[src/rtl/stopwatch_ctrl.sv]
// Stopwatch sequencer: conditions start/stop and lap/clear buttons, prescales the
// count enable for a BCD digit chain, and manages lap freeze, clear and overflow.
module stopwatch_ctrl #(
    parameter int DIV = 4,
    parameter int PW  = $clog2(DIV)
) (
    input  logic       clk,
    input  logic       reset,
    input  logic       start_btn,
    input  logic       lap_btn,
    input  logic       top_carry,
    output logic       tick_en,
    output logic       cnt_clr,
    output logic       disp_hold,
    output logic [1:0] state,
    output logic       overflow
);

    typedef enum logic [1:0] {
        IDLE  = 2'b00,
        RUN   = 2'b01,
        LAP   = 2'b10,
        PAUSE = 2'b11
    } state_t;

    state_t        state_q, state_d;
    logic [PW-1:0] presc_q, presc_d;
    logic          ovf_q, ovf_d;

    // Bit 0 = first synchronizer flop, bit 1 = second, bit 2 = edge-detect flop.
    logic [2:0] start_sync, lap_sync;
    logic       start_ev, lap_ev, counting, ovf_hit;

    always_ff @(posedge clk or negedge reset) begin
        if (!reset) begin
            start_sync <= '0;
            lap_sync   <= '0;
            state_q    <= IDLE;
            presc_q    <= '0;
            ovf_q      <= 1'b0;
        end else begin
            start_sync <= {start_sync[1:0], start_btn};
            lap_sync   <= {lap_sync[1:0], lap_btn};
            state_q    <= state_d;
            presc_q    <= presc_d;
            ovf_q      <= ovf_d;
        end
    end

    assign start_ev = start_sync[1] & ~start_sync[2];
    assign lap_ev   = lap_sync[1] & ~lap_sync[2];
    assign counting = (state_q == RUN) || (state_q == LAP);
    assign tick_en  = counting && (presc_q == PW'(DIV - 1));
    assign ovf_hit  = tick_en && top_carry;

    always_comb begin
        state_d = state_q;
        presc_d = presc_q;
        ovf_d   = ovf_q;
        cnt_clr = 1'b0;

        if (counting) begin
            presc_d = (presc_q == PW'(DIV - 1)) ? '0 : presc_q + 1'b1;
        end else if (state_q == IDLE) begin
            presc_d = '0;
        end

        // A wrapping tick forces PAUSE and swallows any button event this cycle.
        if (ovf_hit) begin
            state_d = PAUSE;
            ovf_d   = 1'b1;
        end else begin
            case (state_q)
                IDLE: begin
                    if (start_ev) begin
                        state_d = RUN;
                    end else if (lap_ev) begin
                        cnt_clr = 1'b1;
                        ovf_d   = 1'b0;
                    end
                end
                RUN: begin
                    if (start_ev) begin
                        state_d = PAUSE;
                    end else if (lap_ev) begin
                        state_d = LAP;
                    end
                end
                LAP: begin
                    if (start_ev) begin
                        state_d = PAUSE;
                    end else if (lap_ev) begin
                        state_d = RUN;
                    end
                end
                PAUSE: begin
                    if (start_ev) begin
                        state_d = RUN;
                    end else if (lap_ev) begin
                        state_d = IDLE;
                        cnt_clr = 1'b1;
                        presc_d = '0;
                        ovf_d   = 1'b0;
                    end
                end
                default: state_d = IDLE;
            endcase
        end
    end

    assign disp_hold = (state_q == LAP);
    assign state     = state_q;
    assign overflow  = ovf_q;

endmodule

[config.mk]
export PLATFORM = sky130hd
export DESIGN_NAME = stopwatch_ctrl
export DESIGN_NICKNAME = d
export VERILOG_FILES = /design/src/rtl/stopwatch_ctrl.sv
export SDC_FILE = /design/constraint.sdc
export NUM_CORES = 1
export LEC_CHECK = 0
export CAP_MARGIN = 20
export CORE_MARGIN = 2
export CORE_UTILIZATION = 40
export CTS_BUF_LIST = sky130_fd_sc_hd__clkbuf_16
export CTS_CLUSTER_DIAMETER = 100
export DETAILED_ROUTE_END_ITERATION = 12
export GPL_ROUTABILITY_DRIVEN = 0
export GPL_TIMING_DRIVEN = 0
export PLACE_DENSITY_LB_ADDON = 0.2
export SLEW_MARGIN = 20
export SYNTH_ARGS = -nofsm -noshare
export SYNTH_HDL_FRONTEND = slang
export SYNTH_SLANG_ARGS = --single-unit
[constraint.sdc]
create_clock -name clk -period 1.7 [get_ports clk]
set_input_delay 0.34 -clock clk [delete_from_list [all_inputs] [get_ports clk]]
set_output_delay 0.34 -clock clk [all_outputs]
set_load 0.02 [all_outputs]
Yosys cells after proc, flatten, opt, wreduce, memory -nomap -nowiden:

Cells that the tools add are included.

* bits in registers: 11
* latch bits: 0
* RAM bits: 0
* memory bits (read-only): 0
* bits of input ports: 5
* logic and storage cells: 52
* memories: 0

* add/sub/neg operators: 1
* multiply operators: 0
* divide/modulo/power cells: 0
* magnitude comparators: 0
* eq/ne operators: 9
* shift-type cells: 0
* muxes and demuxes: 24
* bitwise operators: 4
* reduce and logical (&&, ||, !) cells: 9

Operator list (count)
* 2-to-1 mux 2 bit: 15
* 2-to-1 mux 1 bit: 8
* != test 4 bit (second input constant): 2
* case mux 2 bit (4 select lines): 1
* equality test 2 bit (second input constant): 3
* != test 4 x 1 -> 1 bit (second input constant): 1
* AND reduction 4 bit: 1
* nonzero test 2 bit: 2
* != test 3 bit (second input constant): 1
* AND reduction 3 bit: 1
* adder 2 x 1 -> 2 bit (second input constant): 1
* AND 1 bit: 2
* equality test 2 x 1 -> 1 bit (second input constant): 1
* logical AND 1 bit: 2
* logical NOT 2 bit: 1
* != test 2 x 1 -> 1 bit (second input constant): 1
* inverter 1 bit: 2
* OR reduction 2 bit: 1
* logical OR 1 bit: 1

Depth between registers and ports, before layout:

Gate-level depths: netlist (run 1).

* depth in word-level cells: 7
* depth in mapped cells: 5
* gate-level depth less buffers: 5

Worst setup path after synthesis (run 1):

No wires, ideal clock.

* path kind: reg-to-reg
* start: reg state_q[0] (netlist: state[0])
* end: reg state_q[1] (netlist: state[1])
* arrival time: 1590 ps
* required time: 1560 ps
* path slack: -31 ps
* stages on the path, launching flop included: 6
* cell sequence: dfrtp_1 -> inv_1 -> ha_1 -> or3_4 -> a211oi_2 -> o211ai_1

* cells in the longest elaborated chain, start to end: 6
* elaborated cells between the ends (all ways): 14
* those cells by class: eq/ne: 7; mux: 2; reduce/logical: 5

Ends and longest elaborated chain
* start, declared: line 26 `state_t state_q, state_d;`
* start signal, assigned: line 44 `state_q <= state_d;`
* equality test 2 bit *
* net disp_hold: line 14 `output logic disp_hold,`
* logical OR 1 bit: line 52 `assign counting = (state_q == RUN) || (state_q == LAP);`
* logical AND 1 bit: line 53 `assign tick_en = counting && (presc_q == PW'(DIV - 1));`
* logical AND 1 bit: line 54 `assign ovf_hit = tick_en && top_carry;`
* != test 4 bit (no source line), or another cell as far along
* AND reduction 4 bit (no source line)

Mark *: on every way through the listed nets, which the timed path passes. The rest lies on a longest branch.
A chain may end at the register's enable or synchronous reset.

Final worst setup path (run 1):

* start: reg state_q[0] (netlist: state[0])
* end: reg state_q[1] (netlist: state[1])

* cells in the longest elaborated chain, start to end: 6
* elaborated cells between the ends (all ways): 14
* those cells by class: eq/ne: 7; mux: 2; reduce/logical: 5

Ends and longest elaborated chain (line)
* equality test 2 x 1 -> 1 bit or equality test 2 bit (tied branches): 52, 73
* logical OR 1 bit: 52
* logical AND 1 bit: 53
* logical AND 1 bit: 54
* != test 4 bit (no source line), or another cell as far along
* AND reduction 4 bit (no source line)

Parallel ways exist; a longest one is shown, timed or not.

==> impl_metrics.json, run 1 <==
{
  "tns_ns": 0,
  "cts_root_buffer": "clkbuf_16",
  "max_stage_delay_ns": 0.43,
  "critPathRequiredTime_ns": 1.80,
  "first_global_vias": 365,
  "cp-start-kind": "flop",
  "relSlewSlack_pct": 67.3,
  "cpLargestDelayFamily": "flip-flops",
  "syn_area_sq_um": 543,
  "path_cells": "buf_4, ha_1, or3_4, a211oi_2, o211ai_1",
  "synth.distinct_cells": 22,
  "synthesis.nets": 57,
  "critPathBufInv": 1,
  "peakVddDrop_mv": 1.58,
  "rrSetupSlack_ns": 0.04,
  "finalCritPeriodShare_pct": 97.4,
  "core_area_sq_um": 1280,
  "final_nets": 74,
  "maxClockFrequency_mhz": 604,
  "crit_arrival_ns": 1.75,
  "dieHeight_microns": 40.8,
  "num_antenna_cells": 0,
  "via_count": 430,
  "yosysWarnings": 0,
  "clock-sinks": 11,
  "cellPowerDensity_nw_per_um2": 2090,
  "worst_slack_ns": 0.0437,
  "dpl.hpwl_microns": 712,
  "clock_latency_ns": 0.24,
  "postPlaceCellArea_sq_um": 664,
  "ys_ff_latch": 11,
  "ant_nets": 0,
  "initial_utilization_pct": 42.3,
  "synth-seq-area-share_pct": 50.7,
  "die_x_microns": 40.8,
  "avgSynthCellArea_sq_um": 11.6,
  "drt-total-wl_microns": 967,
  "cts_buffer_depth": 2,
  "outcome": "finished, final reports clean",
  "drt_first_pass_iters": 4,
  "min_path_type": "reg -> reg",
  "drc": 0,
  "die_area_sq_um": 1670,
  "clk_pin_slew_ns": 0.04,
  "cts_tree": "yes",
  "drt-initial-drc-count": 14,
  "viasPerCell": 5.51,
  "grt_overflow_total": 0,
  "crit_type": "reg -> reg",
  "wl_per_cell_microns": 12.4,
  "drv_slew": 0,
  "cp_slowest_cell": "dfrtp_2",
  "grt_max_degree": 12,
  "grt_antenna_before_repair": 0,
  "stdcell_area_sq_um": 761,
  "grt_pass1_wl_microns": 1540,
  "hold_viol_final": 0,
  "grt_usage_pct": 15.3,
  "area_growth_pct": 40.1,
  "rsz0062_at_grt": "no",
  "finalSetupViolations": 0,
  "finClkSkew_ns": 0.00250,
  "final_core_util_pct": 59.2,
  "cts_made_buffers": 3,
  "synthCells": 47,
  "worstPathMaxFanout": 4,
  "final_layout_size_suffix_gt1_share_pct": 25.4,
  "whs_ns": 0.343,
  "worstMarginPinSlew_ns": 0.489,
  "min_period_ns": 1.66,
  "maxCapViolCount": 0,
  "port_buffers": 10,
  "endpoint_kind": "flop",
  "rows": 13,
  "pre_cts_ws_ns": -0.310,
  "p_leak_nw": 0.329,
  "ios": 11,
  "htreeDepth": 1,
  "ctsHoldBuffers": 0
}
[per-layer routing]
layer  vias up  share of wire (%)  track usage (%)
met1       202                 51             18.8
met5         -                  0                0
met3         4                3.7             3.26
met4         0                3.5             15.0
li1        213                  -                -
met2        11                 42             21.5
[Yosys cell counts]
master	instances	area, sq um
a311o_1	1	10.0
and2_1	1	6.26
nor2_1	4	15.0
a21oi_1	1	5.00
nand2b_1	2	12.5
dfrtp_1	11	275
or3_4	1	11.3
nand2_1	2	7.51
o41ai_1	1	8.76
a31oi_1	2	12.5
a211oi_2	1	12.5
o22a_1	1	8.76
and3_4	1	11.3
inv_1	2	7.51
o21ai_0	1	5.00
o211ai_1	1	7.51
nor4_1	2	12.5
nor2b_1	2	12.5
a22oi_1	3	22.5
ha_1	5	62.6
nor3b_1	1	7.51
o311ai_1	1	8.76
[final timing paths]
check                      cells past startpoint            end   startpoint
max in group asynchronous                      1       state[0]        reset
min reg2reg                                    0    lap_sync[1]  lap_sync[0]
max reg2reg                                    5       state[1]     state[0]
min in group asynchronous                      1  start_sync[0]        reset
max                                            5       state[1]     state[0]
min                                            0    lap_sync[1]  lap_sync[0]
[worst reg2reg max path, delay by kind of cell (launching register included)]
| kind | cells | cell delay (ns) |
|---|---|---|
| buffers and inverters | 1 | 0.15 |
| flip-flops | 1 | 0.43 |
| AND/OR/NAND/NOR | 1 | 0.40 |
| adder cells (fa/ha/maj) | 1 | 0.20 |
| AO/OA/AOI/OAI | 2 | 0.35 |
[layout make-up]
type / instances / area [sq um]
Clock buffer: 3 / 75.1
Tap cell: 15 / 18.8
Inverter: 2 / 10.0
Clock inverter: 1 / 3.75
Multi-Input combinational cell: 34 / 273
Timing Repair Buffer: 12 / 103
Sequential cell: 11 / 278
Fill cell: 110 / 524
[sequential cells by signal, indices dropped and copies added, names as in the netlist]
signal,cells
lap_sync,3
start_sync,3
presc_q,2
state,2
overflow,1
[what timing repair did]
action,4_1_cts,5_1_grt
hold endpoints to repair,0,0
pin swaps,0,0
gates resized for setup,14,3
buffers inserted,0,2
setup endpoints to repair,4,2
[cells by family (layout without fill, tap and decap cells)]
| kind of cell | Yosys count | after routing | share of synthesized area (%) |
|---|---|---|---|
| AO/OA/AOI/OAI | 13 | 13 | 18.7 |
| adder cells (fa/ha/maj) | 5 | 5 | 11.5 |
| buffers and inverters | 2 | 18 | 1.38 |
| flip-flops | 11 | 11 | 50.7 |
| AND/OR/NAND/NOR | 16 | 16 | 17.7 |
[layout by cell type, fill, tap and decap left out, types with 3 or more instances in the layout]
master,n
a22oi_1,3
buf_4,3
clkbuf_16,3
clkdlybuf4s50_1,7
dfrtp_1,9
ha_1,4
nor2_1,4
[through the flow]
step	instances	total power [W]
2_1_floorplan	47	0.000886
3_3_place_gp	72	0.00109
3_5_place_dp	72	0.00109
4_1_cts	76	0.00156
5_1_grt	78	0.00170
6_report	78	0.00159
[where the power goes]
| group | total (W) | internal [W] | switching (W) |
|---|---|---|---|
| Clock | 0.000415 | 0.000308 | 0.000107 |
| Sequential | 0.000399 | 0.000338 | 0.0000607 |
| Combinational | 0.000773 | 0.000392 | 0.000381 |
(Power assumes the default switching activity.)
==> inputs of run 2 (changes only) <==
--- a/config.mk
+++ b/config.mk
@@ -13,7 +13,8 @@
 export DETAILED_ROUTE_END_ITERATION = 12
 export GPL_ROUTABILITY_DRIVEN = 0
 export GPL_TIMING_DRIVEN = 0
-export PLACE_DENSITY_LB_ADDON = 0.2
+export PLACE_DENSITY = 0.67
+export SKIP_CTS_REPAIR_TIMING = 1
 export SLEW_MARGIN = 20
 export SYNTH_ARGS = -nofsm -noshare
 export SYNTH_HDL_FRONTEND = slang
==> run 2 against run 1 <==
- first-iteration DRC count down 71%
- final cell count down 2.6%
- worst hold slack better by 0.0017 ns
- register-to-register slack better by 0.09 ns
- sequential cell count unchanged
- clock-buffer cell count unchanged
- fmax up 1.3%
- global-route usage down 1.3 points
- non-clock buffer count down 2
- critical endpoint is now tick_en
- highest routed layer unchanged
==> impl_metrics.json, run 2 (synthesized netlist as in run 1, its figures left out) <==
{
  "first_global_vias": 316,
  "grt_overflow_total": 0,
  "drv_slew": 0,
  "num_antenna_cells": 0,
  "endpoint_kind": "output port",
  "finalCritPeriodShare_pct": 96.1,
  "clk_pin_slew_ns": 0.04,
  "cts_tree": "yes",
  "worstMarginPinSlew_ns": 0.495,
  "ff2ff_path_depth": 4,
  "drt_first_pass_iters": 3,
  "rows": 13,
  "htreeDepth": 1,
  "grt_antenna_before_repair": 0,
  "crit_arrival_ns": 1.29,
  "wl_per_cell_microns": 12.6,
  "mostFrequentLayoutCells": "dfrtp_1, clkdlybuf4s50_1, nor2_1, ha_1",
  "p_comb_share_pct": 48.7,
  "numPlacedInstances": 72,
  "mostFrequentLayoutCell": "dfrtp_1",
  "clock-sinks": 11,
  "grt_usage_pct": 14.0,
  "finClkSkew_ns": 0.000229,
  "die_x_microns": 40.8,
  "routed.top_layer": "met4",
  "cts_made_buffers": 3,
  "grt_max_degree": 12,
  "layout.cells.non_filler": 76,
  "drc": 0,
  "finalSetupViolations": 0,
  "worstPathMaxFanout": 8,
  "wl_met2_microns": 428,
  "cts_buffer_depth": 2,
  "final_nets": 72,
  "area_growth_pct": 41.0,
  "cp-start-kind": "flop",
  "min_path_type": "reg -> reg",
  "p_switching_w": 0.000547,
  "relSlewSlack_pct": 66.9,
  "peakVddDrop_mv": 1.56,
  "crit_type": "reg -> out",
  "core_area_sq_um": 1280,
  "p_leak_nw": 0.341,
  "critPathRequiredTime_ns": 1.36,
  "min_period_ns": 1.63,
  "die_area_sq_um": 1670,
  "grt_pass1_wl_microns": 1390,
  "maxClockFrequency_mhz": 612,
  "wl_met1_microns": 476,
  "port_buffers": 10,
  "viasPerCell": 5.41,
  "top_regs": "lap_sync: 3 flops, start_sync: 3 flops",
  "initial_utilization_pct": 42.3,
  "drt-initial-drc-count": 4,
  "dpl.hpwl_microns": 718,
  "ios": 11,
  "ant_nets": 0,
  "cts_root_buffer": "clkbuf_16",
  "switching_share_pct": 34.6,
  "via_count": 411,
  "outcome": "finished, final reports clean",
  "p_seq_share_pct": 25.7,
  "final_layout_size_suffix_gt1_share_pct": 24.6,
  "cellPowerDensity_nw_per_um2": 2060,
  "tns_ns": 0,
  "maxCapViolCount": 0,
  "min_path_cells": 0,
  "rsz0062_at_grt": "no",
  "hold_viol_final": 0,
  "drt-total-wl_microns": 957,
  "dieHeight_microns": 40.8,
  "intPower_w": 0.00103,
  "p_clk_share_pct": 25.6,
  "wl_met3_microns": 47,
  "clock_latency_ns": 0.23
}
run 2: worst paths after layout:
kind | from | to | slack, ns
setup / recovery | state[1] | tick_en | 0.07
hold / removal | start_sync[0] | start_sync[1] | 0.34
setup reg to reg | state[0] | state[1] | 0.13
hold reg to reg | start_sync[0] | start_sync[1] | 0.34
max in group asynchronous | reset | state[0] | 0.89
min in group asynchronous | reset | presc_q[0] | 0.45
run 2: area by class of cell:
cell class | instances | area, sq um
Tap cell | 15 | 18.8
Sequential cell | 11 | 278
Inverter | 2 | 10.0
Fill cell | 113 | 519
Timing Repair Buffer | 10 | 97.6
Clock buffer | 3 | 75.1
Multi-Input combinational cell | 34 | 283
Clock inverter | 1 | 3.75
run 2: critical path, stage by stage, from the launching register on:
cell	delay [ns]
dfrtp_2	0.44
inv_2	0.11
ha_4	0.23
and2_4	0.14
buf_4	0.15
run 2: power groups by stage:
stage	sequential, W	combinational, W	clock, W
after CTS	0.000397	0.000696	0.000412
final	0.000406	0.000770	0.000405
after floorplan	0.000433	0.000453	0
after global routing	0.000418	0.000848	0.000433
after detailed placement	0.000400	0.000694	0
after global placement	0.000399	0.000694	0
run 2: layer usage:
metal  vias to the layer above  global-route usage, %
met4                         0                   7.50
met2                        11                   19.1
met1                       191                   18.1
met3                         2                   6.52
met5                         -                      0
li1                        207                      -
run 2: metrics by stage:
stage | hold slack, ns | total power (W) | setup slack (ns) | instance area (sq um) | utilization [%]
global route | 0.349 | 0.00170 | 0.00957 | 766 | 59.6
global placement | 0.333 | 0.00109 | -0.316 | 664 | 51.7
detailed placement | 0.338 | 0.00109 | -0.312 | 664 | 51.7
floorplan | 0.0444 | 0.000886 | 0.0581 | 546 | -
finish | 0.344 | 0.00158 | 0.0656 | 766 | 59.6
CTS | 0.347 | 0.00151 | -0.559 | 743 | 57.8
